**src/rtl/lia_startup_seq.sv**
```systemverilog
// Lock-in datapath startup/reconfiguration sequencer.
// Reset -> source enable -> ready wait -> LPF settle -> run, with sticky fault trap.
module lia_startup_seq #(
    parameter int unsigned RST_CYCLES  = 100,
    parameter int unsigned RDY_TIMEOUT = 100000,
    parameter int unsigned CNT_W       = 32
) (
    input  logic             clk,
    input  logic             rst,
    input  logic             start,
    input  logic             stop,
    input  logic             cfg_update,
    input  logic [CNT_W-1:0] settle_cycles,
    input  logic             adc_ready,
    input  logic             dds_ready,
    output logic             dp_rst,
    output logic             dds_en,
    output logic             adc_en,
    output logic             lpf_en,
    output logic             lpf_clear,
    output logic             out_valid,
    output logic             busy,
    output logic             fault,
    output logic [2:0]       state
);

    localparam int unsigned TMAX = (RST_CYCLES > RDY_TIMEOUT) ? RST_CYCLES : RDY_TIMEOUT;
    localparam int unsigned TW   = $clog2(TMAX + 1);
    localparam logic [TW-1:0] RST_LAST = TW'(RST_CYCLES - 1);
    localparam logic [TW-1:0] RDY_LAST = TW'(RDY_TIMEOUT - 1);

    typedef enum logic [2:0] {
        S_IDLE   = 3'd0,
        S_RESET  = 3'd1,
        S_WAIT   = 3'd2,
        S_SETTLE = 3'd3,
        S_RUN    = 3'd4,
        S_FAULT  = 3'd5
    } state_t;

    state_t           state_q, state_d;
    logic [TW-1:0]    tmr_q, tmr_d;
    logic [CNT_W-1:0] scnt_q, scnt_d;
    logic [CNT_W-1:0] slat_q, slat_d;
    logic             fault_d, clear_d;
    logic             dp_rst_d, src_en_d, lpf_en_d, valid_d, busy_d;
    logic             srcs_ok;

    assign srcs_ok = adc_ready & dds_ready;

    always_comb begin
        state_d = state_q;
        tmr_d   = tmr_q;
        scnt_d  = scnt_q;
        slat_d  = slat_q;
        fault_d = fault;
        clear_d = 1'b0;
        if (stop) begin
            state_d = S_IDLE;
            tmr_d   = '0;
            scnt_d  = '0;
        end else begin
            case (state_q)
                S_IDLE, S_FAULT: begin
                    if (start) begin
                        state_d = S_RESET;
                        tmr_d   = '0;
                        fault_d = 1'b0;
                    end
                end
                S_RESET: begin
                    if (tmr_q >= RST_LAST) begin
                        state_d = S_WAIT;
                        tmr_d   = '0;
                    end else begin
                        tmr_d = tmr_q + TW'(1);
                    end
                end
                S_WAIT: begin
                    if (srcs_ok) begin
                        state_d = S_SETTLE;
                        slat_d  = settle_cycles;
                        scnt_d  = '0;
                        clear_d = 1'b1;
                    end else if (tmr_q >= RDY_LAST) begin
                        state_d = S_FAULT;
                        fault_d = 1'b1;
                    end else begin
                        tmr_d = tmr_q + TW'(1);
                    end
                end
                S_SETTLE: begin
                    if (!srcs_ok) begin
                        state_d = S_FAULT;
                        fault_d = 1'b1;
                    end else if (cfg_update) begin
                        slat_d  = settle_cycles;
                        scnt_d  = '0;
                        clear_d = 1'b1;
                    end else if (scnt_q >= slat_q) begin
                        state_d = S_RUN;
                    end else begin
                        scnt_d = scnt_q + CNT_W'(1);
                    end
                end
                S_RUN: begin
                    // Source loss wins over a simultaneous reconfiguration
                    if (!srcs_ok) begin
                        state_d = S_FAULT;
                        fault_d = 1'b1;
                    end else if (cfg_update) begin
                        state_d = S_SETTLE;
                        slat_d  = settle_cycles;
                        scnt_d  = '0;
                        clear_d = 1'b1;
                    end
                end
                default: begin
                    state_d = S_IDLE;
                    tmr_d   = '0;
                    scnt_d  = '0;
                end
            endcase
        end
        dp_rst_d = (state_d == S_IDLE) || (state_d == S_RESET) || (state_d == S_FAULT);
        src_en_d = (state_d == S_WAIT) || (state_d == S_SETTLE) || (state_d == S_RUN);
        lpf_en_d = (state_d == S_SETTLE) || (state_d == S_RUN);
        valid_d  = (state_d == S_RUN);
        busy_d   = (state_d == S_RESET) || (state_d == S_WAIT) || (state_d == S_SETTLE);
    end

    always_ff @(posedge clk) begin
        if (rst) begin
            state_q   <= S_IDLE;
            tmr_q     <= '0;
            scnt_q    <= '0;
            slat_q    <= '0;
            dp_rst    <= 1'b1;
            dds_en    <= 1'b0;
            adc_en    <= 1'b0;
            lpf_en    <= 1'b0;
            lpf_clear <= 1'b0;
            out_valid <= 1'b0;
            busy      <= 1'b0;
            fault     <= 1'b0;
        end else begin
            state_q   <= state_d;
            tmr_q     <= tmr_d;
            scnt_q    <= scnt_d;
            slat_q    <= slat_d;
            dp_rst    <= dp_rst_d;
            dds_en    <= src_en_d;
            adc_en    <= src_en_d;
            lpf_en    <= lpf_en_d;
            lpf_clear <= clear_d;
            out_valid <= valid_d;
            busy      <= busy_d;
            fault     <= fault_d;
        end
    end

    assign state = state_q;

endmodule
```
**config.mk**
```make
export PLATFORM = sky130hd
export DESIGN_NAME = lia_startup_seq
export DESIGN_NICKNAME = d
export VERILOG_FILES = /design/src/rtl/lia_startup_seq.sv
export SDC_FILE = /design/constraint.sdc
export NUM_CORES = 1
export LEC_CHECK = 0
export BUFFER_PORTS_ARGS = -buffer_cell sky130_fd_sc_hd__buf_2
export CORE_MARGIN = 2
export CORE_UTILIZATION = 45
export DETAILED_ROUTE_END_ITERATION = 10
export SYNTH_ARGS = -nofsm -noshare
export SYNTH_HDL_FRONTEND = slang
export SYNTH_SLANG_ARGS = --single-unit
```
**constraint.sdc**
```tcl
create_clock -name clk -period 3.6 [get_ports clk]
set_input_delay 0.18 -clock clk [delete_from_list [all_inputs] [get_ports clk]]
set_output_delay 0.18 -clock clk [all_outputs]
set_load 0.02 [all_outputs]
```
Yosys cells after proc, flatten, opt, wreduce, memory -nomap -nowiden
Cells that the tools add are included.
Word-level totals
  input port bits: 39
  output and inout port bits: 11
  logic and storage cells: 97
  flip-flop bits (word level): 91
Cells by class
  equal/unequal tests: 22
  reduce and logical (&&, ||, !) cells: 19
  $lt $le $gt $ge: 3
  $add $sub $neg: 2
  bitwise gates (word level): 4
  muxes and demuxes: 36
Operators by type and width (count)
  two-way mux 32 bit: 9
  case mux 32 bit (4 select lines): 1
  two-way mux 17 bit: 4
  case mux 17 bit (4 select lines): 1
  case mux 32 bit (2 select lines): 1
  adder 32 x 1 -> 32 bit (second input constant): 1
  >= comparator 32 bit: 1
  two-way mux 3 bit: 10
  != test 2 bit (second input constant): 9
  adder 17 x 1 -> 17 bit (second input constant): 1
  >= comparator 17 bit (second input constant): 1
  >= comparator 17 x 7 -> 1 bit (second input constant): 1
  case mux 3 bit (5 select lines): 1
  == test 3 x 2 -> 1 bit (second input constant): 4
  == test 3 bit (second input constant): 4
  AND reduction 6 bit: 2
  logical OR 1 bit: 7
  two-way mux 1 bit: 7
  == test 3 x 1 -> 1 bit (second input constant): 2
  logical NOT 3 bit: 2
  OR reduction 2 bit: 3
  AND reduction 5 bit: 1
  != test 2 x 1 -> 1 bit (second input constant): 2
  AND reduction 4 bit: 1
  8 further kinds: 10

Depth between registers and ports, before layout
Gate-level depths: netlist (run 1).
  word-level depth: 9
  mapped depth: 10
  depth with buffers taken out: 9

Worst setup path before layout (run 1)
Ideal clock, no wire load.
  path kind: register to register
  start point: reg scnt_q[0]
  end point: reg scnt_q[19]
  period minus slack after synthesis: 2761 ps
  buffers on the path: 0
  library setup time: 72 ps
  arrival time: 2689 ps
  required time: 3528 ps
  cell stages (with the launch flop): 10
  setup slack: 839 ps
  cells stage by stage: dfxtp_1 inv_1 ha_1 nand2b_1 a2111o_1 a311oi_4 a211oi_2 or4_4 or4_1 a21oi_1
Between the ends
  longest elaborated chain between the ends: 5
  elaborated cells between the ends (all ways): 8
  classes of those cells: add/sub: 1; order compare: 1; eq/ne: 1; mux: 4; reduce/logical: 1
RTL lines
  from (decl): RTL line 43  | logic [CNT_W-1:0] scnt_q, scnt_d;
  from (signal assigned): RTL line 149  | scnt_q <= scnt_d;
  adder 32 x 1 -> 32 bit: RTL line 103  | scnt_d = scnt_q + CNT_W'(1);
  two-way mux 32 bit: RTL line 100  | end else if (scnt_q >= slat_q) begin
  two-way mux 32 bit: RTL line 96  | end else if (cfg_update) begin
  two-way mux 32 bit: RTL line 93  | if (!srcs_ok) begin
  case mux 32 bit (4 select lines): RTL line 63  | case (state_q)
Parallel ways exist; a longest one is shown, timed or not. The select of a mux whose other input is x is not followed.
A chain may end at the register's enable or synchronous reset.

Worst setup path in the final report (run 1)
Ends and elaborated chain as after synthesis.

==> results of run 1 <==
## per-stage QoR
stage | instances | utilization, %
2_1_floorplan | 632 | -
3_3_place_gp | 802 | 49.3
3_5_place_dp | 802 | 49.3
4_1_cts | 818 | 51.3
5_1_grt | 818 | 51.3
6_report | 818 | 51.3
## cell families after synthesis
group           after synthesis
xor+xnor                     28
buf+inv                      72
fa+ha+maj                    35
mux                           2
simple gates                274
compound gates              130
flops                        91
## sequential cells by signal, summed over array words and instances, names as in the netlist
name / flops
tmr_q: 17
lpf_en: 1
adc_en: 1
scnt_q: 32
fault: 1
out_valid: 1
lpf_clear: 1
state: 3
busy: 1
dp_rst: 1
slat_q: 32
## placed cells by master (no fill, tap or decap), drive strengths merged, types with 11 or more instances in the layout
master  count
and3       12
nand3      26
nor2       45
inv        46
a21oi      68
o21ai      17
nor4       13
dfxtp      91
nand2     101
nor3       16
nand4      18
xnor2      17
xor2       11
buf        56
ha         34
## layer usage
layer	up-vias	routed length, um	global-route usage, %
li1	2292	-	-
met1	2065	5590	27.3
met2	95	5280	33.9
met3	19	571	3.53
met4	0	245	9.22
met5	-	0	0
## worst register-to-register path, cell delays in order, from the launching register on
cell and delay, ns:
dfxtp_1 0.40, inv_1 0.06, ha_1 0.28, nand2b_1 0.14
a2111o_1 0.45, a311oi_4 0.28, a211oi_2 0.28, or4_4 0.59
or4_1 0.41, a21oi_1 0.15
## synth_stat cells, types with 10 or more instances
| library cell | count |
|---|---|
| a21o_1 | 10 |
| a21oi_1 | 68 |
| and3_1 | 12 |
| clkbuf_1 | 22 |
| dfxtp_1 | 91 |
| ha_1 | 34 |
| inv_1 | 46 |
| nand2_1 | 101 |
| nand3_1 | 26 |
| nand4_1 | 18 |
| nor2_1 | 45 |
| nor3_1 | 16 |
| nor4_1 | 13 |
| o21ai_0 | 17 |
| xnor2_1 | 17 |
| xor2_1 | 11 |
## layout make-up
cell class,count,area [um2],share of cell area (%)
Inverter,46,173,3.11
Multi-Input combinational cell,469,2880,51.9
Timing Repair Buffer,56,298,5.36
Tap cell,140,175,3.15
Clock inverter,6,80.1,1.44
Sequential cell,91,1820,32.8
Clock buffer,10,128,2.30
## worst max path at each step
| stage | startpoint | endpoint | slack, ns | cells after the start |
|---|---|---|---|---|
| 2_1_floorplan | scnt_q[0] | scnt_q[19] | 0.84 | 9 |
| 4_1_cts | scnt_q[0] | scnt_q[19] | 0.51 | 9 |
| 5_1_grt | scnt_q[0] | scnt_q[19] | 0.35 | 9 |
| 3_3_place_gp | scnt_q[0] | scnt_q[19] | 0.63 | 9 |
| 6_report | scnt_q[0] | scnt_q[19] | 0.50 | 9 |
| 3_5_place_dp | scnt_q[0] | scnt_q[19] | 0.52 | 9 |
## power by group through the flow
stage	Combinational, W	Clock, W	Sequential (W)
floorplan	0.0000355	0	0.00104
global placement	0.0000719	0	0.00103
detailed placement	0.0000725	0	0.00104
CTS	0.0000729	0.000784	0.00101
global route	0.0000809	0.000811	0.00101
finish	0.0000722	0.000759	0.00101
==> flow_summary.toml, run 1 <==
[grt]
antenna_found_initial = 0
grt_pass1_vias = 4111
grt_pass1_wl_um = 19500
grt_max_degree = 37
grt_usage_pct = 20.9
overflow = 0

[placement]
dpl-instance-area_mm2 = 0.00535
gp_congestion = 0.893
place_ws_ns = 0.521
port_buffers = 49
dp_hpwl_um = 8420

[hold_path]
holdPathStages = 3
hold_path.class = "input port to register"
holdPathEnd = "slat_q[22]"
holdCritStartpoint = "settle_cycles[22]"

[sta]
worstMarginPinSlew_ns = 0.995
setup_tns_ns = 0
fmax_mhz = 323
setup_viol = 0
finalCriticalPeriod_ns = 3.10
worst_slack_ns = 0.502
rsz0062_at_grt = "false"
skew_ns = 0.0156
finalCritPeriodShare_pct = 86.1
maxSlewHeadroom_pct = 33.5
whs_ns = 0.0233
slew_violations = 0
finalHoldViolations = 0

[synthesis]
syn_avg_cell_area_um2 = 7.88
synth_edf_count = 0
ys_ff_latch = 91
synthCells = 632
yosys.area.top_type = "dfxtp_1"
synthAdderAreaFrac_pct = 8.75
synth_flop_cell = "dfxtp_1"
synthTopCellsByArea = "dfxtp_1, ha_1, nand2_1, a21oi_1, inv_1"
ys_seq_area_share_pct = 36.6
ys_types = 59
netlist_area_mm2 = 0.00498
synth_compound_area_share_pct = 16.8
ys_warn_count = 0
yosys-mux-area-fraction_pct = 0.402
syn-num-nets = 705
synth_top_family_by_area = "simple AND/OR/NAND/NOR gates"
synth_top_area_share_pct = 36.6
async_flop_share_pct = 0
synth_simple_gate_area_share_pct = 27.0
synth-xor-area-share_pct = 4.93

[drt]
drc = 0
wl_per_cell_um = 14.3
vias = 4471
via_per_inst = 5.47
drtIter0Drc = 213
detail-route-antenna-nets = 0
wl_um = 11700
first_pass_iters = 4

[power]
pwr-share-clk_pct = 41.2
power.density_mw_per_mm2 = 332
vdd_drop_max_v = 0.000234
power.switching_w = 0.000419
seqPwrFrac_pct = 54.9
power.total_w = 0.00184
power.leakage_nw = 2.02
combPwrFrac_pct = 3.9
cell_internal_pwr_w = 0.00142
swShare_pct = 22.7

[setup_path]
reg2regPathDepth = 9
cp.buffers_inverters = 1
crit-reg2reg-launch = "scnt_q[0]"
critPathSlowestCell = "or4_4"
crit_chain = "inv_1, ha_1, nand2b_1, a2111o_1, a311oi_4, a211oi_2, or4_4, or4_1, a21oi_1"
required_ns = 3.92
critPathTopFamily = "compound AO/OA/AOI/OAI gates"
max_stage_delay_ns = 0.59
critical_path_peak_fanout = 14
path_class = "register to register"
cp-start-kind = "register"
critPathCaptureType = "register"
worstReg2RegEnd = "scnt_q[19]"
crit_arrival_ns = 3.42
reg2reg_setup_slack_ns = 0.50

[clock_tree]
clock_sink_count = 91
cts.clk_slew.worst_paths_ns = 0.09
numCtsBuffers = 9
clockBufferDepth = 2
cts.htree.levels = 3
cts_resized = 0
cts-root-buf = "clkbuf_8"
cts_tree = "built"
ctsHoldBuffers = 0
cts_setup_buffers = 0
clock_latency_ns = 0.39

[final_layout]
nNetsFinal = 746
syn_to_final_growth_pct = 11.6
drive_gt1_share_pct = 12.2
fin_area_mm2 = 0.00556
antennaDiodeCount = 0
fill_cells = 1075

[run_status]
status = "finished clean"

[floorplanning]
ios = 50
start_util_pct = 45.9
fp.dieH_um = 109
die-area_mm2 = 0.0119
core_mm2 = 0.0108
die_x_um = 109
rows = 38

[run]
drv_cap = 0
No activity file was read; power rests on OpenSTA's default activity.
==> run 2: changes to the inputs <==
Settings changed: ABC_AREA from default to 1.
==> run 2 against run 1 <==
Via count up 18%. Cell count rose by 23%. Global-route usage is 0.76 points higher. Setup slack better by 0.48 ns. Routed wire length rose by 15%. Critical path depth rose by 1. Clock skew fell by 0.0090 ns. Worst hold slack improved by 0.013 ns. Die area is 9.8% higher. Critical path type unchanged. Highest routed layer unchanged.
==> flow_summary.toml, run 2 <==
[run_status]
status = "finished clean"

[final_layout]
multi_input_area_mm2 = 0.00312
drive_gt1_share_pct = 10.8
fin_area_mm2 = 0.00606
top_regs = "scnt_q x32, slat_q x32, tmr_q x17"
fin_util_pct = 50.6
finalNonFillerCells = 1008
nNetsFinal = 930
final_cell_mix = "nand2_1, inv_1, a21oi_1, dfxtp_1, nor2_1"
final_common_cell = "nand2_1"
fill_cells = 1226
antennaDiodeCount = 0
syn_to_final_growth_pct = 10.4
regArea_mm2 = 0.00182

[sta]
setup_viol = 0
finalCritPeriodShare_pct = 72.6
worstMarginPinSlew_ns = 1.01
rsz0062_at_grt = "false"
maxSlewHeadroom_pct = 32.7
setup_tns_ns = 0
finalHoldViolations = 0
slew_violations = 0
skew_ns = 0.00655
whs_ns = 0.0367
finalCriticalPeriod_ns = 2.61
fmax_mhz = 383

[setup_path]
critPathCaptureType = "register"
reg2reg_setup_slack_ns = 0.99
cp-start-kind = "register"
path_class = "register to register"
required_ns = 3.80
critPathSlowestCell = "nand2_2"
cp.buffers_inverters = 3
cp_common_cell = "nand2_1"
crit_arrival_ns = 2.81
critPathTopFamily = "simple AND/OR/NAND/NOR gates"
critical_path_peak_fanout = 63
crit_chain = "inv_2, nor2_2, nand2_1, buf_4, nand2_1, inv_1, o31ai_2, nand2_2, o21ai_0, a21oi_1"
max_stage_delay_ns = 0.59

[grt]
overflow = 0
grt_pass1_wl_um = 22700
antenna_found_initial = 0
grt_pass1_vias = 4866
grt_usage_pct = 21.7
grt_max_degree = 64

[clock_tree]
clock_latency_ns = 0.35
clockBufferDepth = 2
clock_sink_count = 91
cts_setup_buffers = 0
cts.htree.levels = 3
cts.clk_slew.worst_paths_ns = 0.06
cts_tree = "built"
cts_resized = 0
numCtsBuffers = 9
ctsHoldBuffers = 0
cts-root-buf = "clkbuf_16"

[synthesis]
synth_top_area_share_pct = 33.2
synth_flop_cell = "dfxtp_1"
synth_common_cells = "nand2_1, inv_1, a21oi_1, dfxtp_1, nor2_1"
synthMostInstantiatedCell = "nand2_1"
ys_ff_latch = 91
yosys.area.top_type = "dfxtp_1"
synthCells = 819
netlist_area_mm2 = 0.00549
ys_seq_area_share_pct = 33.2
async_flop_share_pct = 0
synthTopCellsByArea = "dfxtp_1, nand2_1, a21oi_1, ha_1, inv_1"
syn_avg_cell_area_um2 = 6.70
syn-num-nets = 892
ys_types = 44
ys_warn_count = 0
synth_edf_count = 0

[floorplanning]
die_x_um = 114
core_mm2 = 0.0120
start_util_pct = 45.9
ios = 50
rows = 40
fp.dieH_um = 114
die-area_mm2 = 0.0131

[drt]
detail-route-antenna-nets = 0
vias = 5264
drc = 0
first_pass_iters = 5
drtIter0Drc = 295
wl_um = 13500
via_per_inst = 5.22
wl_per_cell_um = 13.4

[placement]
dp.cells = 993
port_buffers = 49
dp_hpwl_um = 10100
gp_congestion = 0.913
dpl-instance-area_mm2 = 0.00579

[power]
swShare_pct = 23.7
cell_internal_pwr_w = 0.00153
combPwrFrac_pct = 6.2
power.density_mw_per_mm2 = 332
seqPwrFrac_pct = 50.6
pwr-share-clk_pct = 43.2
vdd_drop_max_v = 0.000200
power.switching_w = 0.000477
power.leakage_nw = 2.39

[run]
drv_cap = 0

[hold_path]
hold_path.class = "input port to register"
## run 2: cell count changes in the layout (fill, tap and decap cells not counted), moves of 9 or more
cell,change
nand3_1,+14
a21oi_1,+23
o21ai_0,+27
o21ai_1,+9
nor3_1,+25
clkbuf_16,+9
nor2_1,+41
and3_1,-9
nand2_1,+84
inv_1,+50
nand4_1,-11
## run 2: logic make-up after synthesis
group	synth area share, %
compound gates	15.4
flops	33.2
xor+xnor	3.03
fa+ha+maj	7.75
buf+inv	9.96
simple gates	30.7
## run 2: worst paths after layout
path / cells past startpoint / start / end
worst max-delay path: 10 / state[1] / slat_q[8]
worst min-delay path: 2 / rst / slat_q[0]
worst max register to register: 10 / state[1] / slat_q[8]
worst min register to register: 2 / slat_q[6] / slat_q[6]
## run 2: per-stage QoR
stage	total power [W]	setup WS, ns
3_5_place_dp	0.00116	0.937
2_1_floorplan	0.00112	1.77
5_1_grt	0.00208	0.623
6_report	0.00201	0.986
4_1_cts	0.00204	0.954
3_3_place_gp	0.00116	1.04
## run 2: final cells by class
class	count	area share, %
multi-input combinational	598	51.5
sequential	91	30.1
inverter	106	6.71
timing repair buffer	51	4.30
clock buffer	12	4.07
tap	147	3.04
clock inverter	3	0.248
## run 2: power by group through the flow
stage	Clock, W	Combinational [W]	Sequential, W
after floorplan	0	0.0000843	0.00104
after global placement	0	0.000122	0.00104
after detailed placement	0	0.000125	0.00104
after CTS	0.000897	0.000126	0.00102
after global routing	0.000924	0.000141	0.00102
final	0.000867	0.000125	0.00102
## run 2: routing by layer
layer / track usage (%) / vias up / routed length, um
met5: 0 / - / 0
met4: 8.21 / 0 / 225
met3: 3.44 / 17 / 692
met2: 36.1 / 133 / 6230
met1: 28.2 / 2355 / 6310
li1: - / 2759 / -
